$ cat src/rtl/pc_gen.sv
// PC generation stage: holds the fetch PC, follows the predictor, and applies
// execute redirects without ever moving the address of an outstanding ibus request.
module pc_gen #(
    parameter logic [63:0] RESET_PC = 64'h0000_0000_8000_0000
) (
    input  logic        clk,
    input  logic        reset,
    input  logic        imem_wait,
    input  logic [63:0] predPC,
    input  logic        stallF,
    input  logic        redirect_valid,
    input  logic [63:0] redirect_pc,
    output logic [63:0] pc,
    output logic        kill_F,
    output logic        redirect_pending
);

    typedef enum logic {
        RUN,
        WAIT_REDIR
    } state_t;

    state_t      r_state;
    logic [63:0] r_pc;
    logic [63:0] r_pend_pc;

    // NOTE: state uses non-blocking assignments so every register samples the
    // pre-edge values; the async reset sits in the sensitivity list.
    always_ff @(posedge clk or posedge reset) begin
        if (reset) begin
            r_state   <= RUN;
            r_pc      <= RESET_PC;
            r_pend_pc <= '0;
        end else begin
            case (r_state)
                RUN: begin
                    if (redirect_valid && !imem_wait) begin
                        r_pc <= redirect_pc;
                    end else if (redirect_valid) begin
                        // Bus busy: park the target until the in-flight request returns.
                        r_pend_pc <= redirect_pc;
                        r_state   <= WAIT_REDIR;
                    end else if (!imem_wait && !stallF) begin
                        r_pc <= predPC;
                    end
                end
                WAIT_REDIR: begin
                    if (redirect_valid) begin
                        r_pend_pc <= redirect_pc;
                    end
                    if (!imem_wait) begin
                        r_pc    <= redirect_valid ? redirect_pc : r_pend_pc;
                        r_state <= RUN;
                    end
                end
                default: begin
                    r_state <= RUN;
                end
            endcase
        end
    end

    assign pc               = r_pc;
    assign redirect_pending = (r_state == WAIT_REDIR);
    assign kill_F           = !reset && (redirect_valid || (r_state == WAIT_REDIR));

endmodule
$ cat config.mk
export PLATFORM = sky130hd
export DESIGN_NAME = pc_gen
export DESIGN_NICKNAME = d
export VERILOG_FILES = /design/src/rtl/pc_gen.sv
export SDC_FILE = /design/constraint.sdc
export NUM_CORES = 1
export LEC_CHECK = 0
export ABC_AREA = 1
export CAP_MARGIN = 20
export CORE_MARGIN = 2
export CORE_UTILIZATION = 53
export CTS_CLUSTER_SIZE = 16
export DETAILED_ROUTE_END_ITERATION = 6
export PLACE_DENSITY = 0.86
export SETUP_SLACK_MARGIN = 0.1
export SYNTH_ARGS = -nofsm -noshare
export SYNTH_HDL_FRONTEND = slang
export SYNTH_SLANG_ARGS = --single-unit
$ cat constraint.sdc
create_clock -name clk -period 11.4 [get_ports clk]
set_clock_uncertainty 0.1 [all_clocks]
set_input_delay 2.85 -clock clk [delete_from_list [all_inputs] [get_ports clk]]
set_output_delay 2.85 -clock clk [all_outputs]
set_load 0.05 [all_outputs]
==> results of run 1 <==
-- synthesized netlist by cell type --
cell      count
a31oi_1      23
inv_2         3
nand3_1     256
buf_6         3
clkbuf_1     15
buf_2        42
dfrtp_1     128
nand2_1     280
inv_1       125
nand2_2       3
buf_1         6
o21ai_1      41
nor2_4        2
nor2_1      189
buf_4        13
dfstp_2       1
-- cell usage in the layout, fill, tap and decap left out, types with 4 or more instances in the layout --
master | netlist | final
nand2_1 | 280 | 279
nand3_1 | 256 | 256
clkdlybuf4s50_1 | 0 | 197
nor2_1 | 189 | 189
dfrtp_1 | 128 | 127
inv_1 | 125 | 123
o21ai_1 | 41 | 41
a31oi_1 | 23 | 23
clkbuf_16 | 0 | 17
buf_4 | 13 | 9
bufinv_16 | 0 | 5
inv_2 | 3 | 4
-- sequential cells by signal (all words and copies together), names as in the netlist --
| register | cells |
|---|---|
| pc | 64 |
| redirect_pending | 1 |
| r_pend_pc | 64 |
-- cell type report --
class / instances / area, sq um
Fill cell: 1090 / 3860
Multi-Input combinational cell: 794 / 3440
Sequential cell: 129 / 3230
Timing Repair Buffer: 207 / 2040
Inverter: 128 / 483
Clock buffer: 19 / 443
Tap cell: 180 / 225
Clock inverter: 13 / 209
-- logic make-up after synthesis --
group,Yosys count,share of synthesized area
buf+inv,207,0.119
simple gates,730,0.408
flops,129,0.427
compound gates,64,0.0462
-- per-stage QoR --
stage	util	area, sq um
after floorplan	-	7560
after global placement	0.676	9430
after detailed placement	0.676	9430
after CTS	0.723	10100
after global routing	0.723	10100
final	0.723	10100
-- how the worst min path moves through the flow --
stage            startpoint            to  cells after the start
6_report             pc[63]        pc[63]                      2
5_1_grt              pc[50]        pc[50]                      2
4_1_cts              pc[63]        pc[63]                      2
3_5_place_dp         pc[63]        pc[63]                      2
3_3_place_gp         pc[44]        pc[44]                      2
2_1_floorplan  r_pend_pc[0]  r_pend_pc[0]                      2
-- worst register-to-register path: cells and delay by family, from the launching register on --
family | cells | cell delay [ns]
simple gates | 5 | 1.72
buf+inv | 2 | 0.79
flops | 1 | 0.68
-- routing by layer --
layer	up-vias	routed length [um]	GRT usage
met5	-	0	0
met1	3726	9090	0.394
li1	3875	-	-
met4	0	547	0.121
met2	379	10400	0.470
met3	48	1780	0.0618
-- power by group through the flow --
stage	Sequential [mW]	Combinational (mW)	Clock [mW]
after global routing	0.566	0.509	0.631
after detailed placement	0.566	0.465	0
after global placement	0.564	0.457	0
after CTS	0.559	0.469	0.609
final	0.559	0.468	0.607
after floorplan	0.687	0.180	0
==> results.py, run 1 <==
metrics = {
    "status": {
        "status": "completed",
    },
    "layout": {
        "areaGrowthSynthToFinish_pct": 33.3,
        "drive_gt1_frac": 0.0419,
        "nNetsFinal": 1410,
        "finalNonFillerCells": 1470,
        "antenna-diode-count": 0,
    },
    "logic_synthesis": {
        "syn_area_sq_mm": 0.00756,
        "synthesis.nets": 1263,
        "yosysUniqueCellTypes": 16,
        "seq_area_frac_synth": 0.427,
        "synthTopCellsByArea": "dfrtp_1, nand3_1, nand2_1, nor2_1, inv_1",
        "synth_top_area_frac": 0.424,
        "yosysWarnings": 0,
        "ys_seq_elements": 129,
        "synth_top_area_cell": "dfrtp_1",
        "synth_cells": 1130,
        "synth_area_per_cell_sq_um": 6.69,
    },
    "placement": {
        "dp.cells": 1438,
        "gp_congestion": 0.792,
        "pre_cts_slack_ns": 3.76,
        "hpwl_um": 12900,
        "io_buffer_count": 198,
    },
    "worst_setup_path": {
        "worstReg2RegEnd": "pc[45]",
        "cp_num_cells": 5,
        "critPathTopFamily": "buffers and inverters",
        "rr_startpoint": "redirect_pending",
        "rr_worst_depth": 7,
        "crit_chain": "buf_2, buf_4, nor2_4, nor2_1, clkdlybuf4s50_1",
        "critPathMaxFanout": 90,
        "crit_end": "kill_F",
        "max_stage_delay_ns": 0.81,
        "crit_slowest_cell": "clkdlybuf4s50_1",
        "crit_arrival_ns": 4.70,
        "endpoint_kind": "output pin",
        "start_kind": "input port",
        "path_class": "in -> out",
        "cp_data_required_time_ns": 8.45,
        "critPathLaunch": "redirect_valid",
        "rrSetupSlack_ns": 8.04,
        "path_buf_inv": 3,
    },
    "drt": {
        "ant_nets": 0,
        "drt_iter0_markers": 869,
        "drc": 0,
        "wl_per_cell_um": 14.8,
        "drt-vias-per-instance": 5.46,
        "dr.pass1.iters": 5,
        "via_count": 8028,
        "drt-total-wl_um": 21800,
    },
    "clock_tree": {
        "clockBufferDepth": 2,
        "cts_tree": "built",
        "post-cts-setup-buffers": 0,
        "root_buffer": "clkbuf_16",
        "path_clk_slew_ns": 0.05,
        "cts_max_level": 4,
        "numCtsBuffers": 17,
        "cts.sinks": 129,
        "hold_buffers": 0,
        "clock_latency_ns": 0.42,
        "cts_resized": 0,
    },
    "grt": {
        "grt_max_degree": 91,
        "grt_remaining_overflow": 0,
        "antenna_found_initial": 0,
        "grt_pass1_wl_um": 35500,
        "grt_pass1_vias": 7417,
        "grt_use_total": 0.295,
    },
    "timing": {
        "hold_viol": 0,
        "slew_violations": 0,
        "fmax_ghz": 0.131,
        "hold_slack_ns": 0.378,
        "max_slew_margin": 0.247,
        "period_minus_slack_ns": 7.65,
        "finalWorstSetupSlack_ns": 3.75,
        "rsz0062_at_grt": "false",
        "period_share": 0.671,
        "fin_tns_setup_ns": 0,
        "max_slew.worst_pin.slew_ns": 1.13,
        "setup_violations": 0,
    },
    "pwr": {
        "power.static_leakage_nw": 5.10,
        "p_int_mw": 1.09,
        "switching_power_mw": 0.547,
        "pwr-share-clk": 0.371,
        "switching_share": 0.335,
        "vdd_drop_max_mv": 0.111,
        "seqPwrFrac": 0.342,
        "power_density_mw_per_mm2": 162,
        "pwr-share-comb": 0.286,
        "total_power_mw": 1.63,
    },
    "job": {
        "maxCapViolCount": 0,
    },
    "die": {
        "io_pins": 199,
        "coreArea_sq_mm": 0.0139,
        "initial_core_util": 0.543,
        "die_w_um": 123,
        "die_area_sq_mm": 0.0152,
        "die_h_um": 123,
        "rows": 43,
    },
    "hold_path": {
        "min_path_type": "reg -> reg",
    },
}
Note: power is estimated with default switching activity, not from simulation.
==> inputs of run 2 (changes only) <==
- CORE_UTILIZATION: 53 -> 50
- PLACE_DENSITY: 0.86 -> 0.82
- clock period: 11.4 -> 7.4 ns (I/O delays scaled with it)
==> run 2 against run 1 <==
Against the previous run: register-to-register slack got worse by 3.9 ns; utilization decreased by 3.7 points; largest power group is now registers; largest cell class unchanged; power increased by 47%; via count decreased by 2.7%.
==> results.py, run 2 (synthesis gave the netlist of run 1 again) <==
metrics = {
    "layout": {
        "nNetsFinal": 1413,
        "areaGrowthSynthToFinish_pct": 32.9,
        "n_fill_cell": 1252,
        "final_cell_mix": "nand2_1, nand3_1, clkdlybuf4s50_1",
        "drive_gt1_frac": 0.0449,
        "final_common_cell": "nand2_1",
        "post-route-util": 0.686,
        "antenna-diode-count": 0,
    },
    "timing": {
        "period_minus_slack_ns": 5.26,
        "setup_violations": 0,
        "rsz0062_at_grt": "false",
        "max_slew.worst_pin.slew_ns": 0.940,
        "fin_tns_setup_ns": 0,
        "hold_viol": 0,
        "fmax_ghz": 0.190,
        "hold_slack_ns": 0.374,
        "slew_violations": 0,
        "max_slew_margin": 0.373,
        "period_share": 0.711,
    },
    "worst_setup_path": {
        "rrSetupSlack_ns": 4.14,
        "path_common_cell": "clkdlybuf4s50_1",
        "endpoint_kind": "output pin",
        "cp_data_required_time_ns": 5.45,
        "crit_end": "kill_F",
        "worstReg2RegEnd": "r_pend_pc[29]",
        "crit_slowest_cell": "clkdlybuf4s50_1",
        "max_stage_delay_ns": 0.82,
        "start_kind": "input port",
        "rr_worst_depth": 6,
        "rr_startpoint": "redirect_pending",
        "crit_chain": "clkdlybuf4s50_1, nor2_1, clkdlybuf4s50_1",
        "critPathLaunch": "reset",
        "path_class": "in -> out",
        "critPathMaxFanout": 2,
        "crit_arrival_ns": 3.31,
    },
    "drt": {
        "dr.pass1.iters": 6,
        "drt-vias-per-instance": 5.29,
        "drc": 0,
        "via_count": 7810,
        "ant_nets": 0,
        "drt_iter0_markers": 680,
        "wl_per_cell_um": 14.8,
        "drt-total-wl_um": 21800,
    },
    "clock_tree": {
        "root_buffer": "clkbuf_16",
        "cts_resized": 0,
        "post-cts-setup-buffers": 0,
        "cts_tree": "built",
        "cts_max_level": 4,
        "clockBufferDepth": 2,
        "hold_buffers": 0,
        "clock_latency_ns": 0.42,
        "cts.sinks": 129,
        "path_clk_slew_ns": 0.05,
        "numCtsBuffers": 17,
    },
    "placement": {
        "gp_congestion": 0.814,
        "hpwl_um": 13100,
        "io_buffer_count": 198,
    },
    "die": {
        "initial_core_util": 0.516,
        "coreArea_sq_mm": 0.0146,
        "io_pins": 199,
        "rows": 44,
        "die_area_sq_mm": 0.0161,
        "die_w_um": 127,
        "die_h_um": 127,
    },
    "grt": {
        "grt_use_total": 0.278,
        "antenna_found_initial": 0,
        "grt_max_degree": 88,
        "grt_pass1_wl_um": 36000,
        "grt_remaining_overflow": 0,
        "grt_pass1_vias": 7254,
    },
    "job": {
        "maxCapViolCount": 0,
    },
    "pwr": {
        "power_density_mw_per_mm2": 239,
        "vdd_drop_max_mv": 0.148,
        "power.static_leakage_nw": 5.08,
    },
    "hold_path": {
        "min_path_type": "reg -> reg",
        "min_path_cells": 2,
    },
    "status": {
        "status": "completed",
    },
}
run 2: changes by cell type in the layout (fill, tap and decap cells not counted), moves of 2 or more:
cell | before | now
clkinvlp_4 | 3 | 7
clkinv_2 | 2 | 4
buf_4 | 9 | 12
bufinv_16 | 5 | 2
run 2: report_power, final:
group	leakage, nW	internal [mW]	switching (mW)	total [mW]
clock	0.266	0.501	0.321	0.822
combinational	3.31	0.261	0.460	0.721
sequential	1.50	0.808	0.0517	0.860
total	5.08	1.57	0.833	2.40
run 2: per-stage QoR:
| step | total power, mW | std cells | worst slack, ns | instance area (sq um) |
|---|---|---|---|---|
| finish | 2.40 | 1477 | 2.14 | 10100 |
| floorplan | 1.34 | 1130 | 2.01 | 7560 |
| global placement | 1.58 | 1444 | 2.12 | 9450 |
| CTS | 2.42 | 1476 | 2.12 | 10000 |
| global route | 2.53 | 1477 | 2.10 | 10100 |
| detailed placement | 1.59 | 1444 | 2.13 | 9450 |
run 2: final cells by class:
cell class	instances	area [sq um]	area share
Multi-Input combinational cell	794	3440	0.342
Sequential cell	129	3230	0.322
Timing Repair Buffer	210	2080	0.207
Inverter	128	485	0.0483
Clock buffer	18	439	0.0437
Tap cell	184	230	0.0229
Clock inverter	14	141	0.0141
run 2: critical path: cells and delay by family:
kind	cells	cell delay, ns
buffers and inverters	2	1.30
AND/OR/NAND/NOR	1	0.16
run 2: routing by layer:
| layer | global-route usage | up-vias | wire length (um) |
|---|---|---|---|
| met5 | 0 | - | 0 |
| met1 | 0.388 | 3581 | 9650 |
| li1 | - | 3871 | - |
| met2 | 0.442 | 319 | 10000 |
| met4 | 0.0937 | 0 | 529 |
| met3 | 0.0482 | 39 | 1620 |
run 2: worst min-delay path by stage:
stage / end / startpoint / slack, ns
floorplan: r_pend_pc[0] / r_pend_pc[0] / 0.39
global placement: pc[54] / pc[54] / 0.36
detailed placement: pc[51] / pc[51] / 0.36
CTS: pc[51] / pc[51] / 0.38
global route: pc[45] / pc[45] / 0.41
finish: pc[51] / pc[51] / 0.37
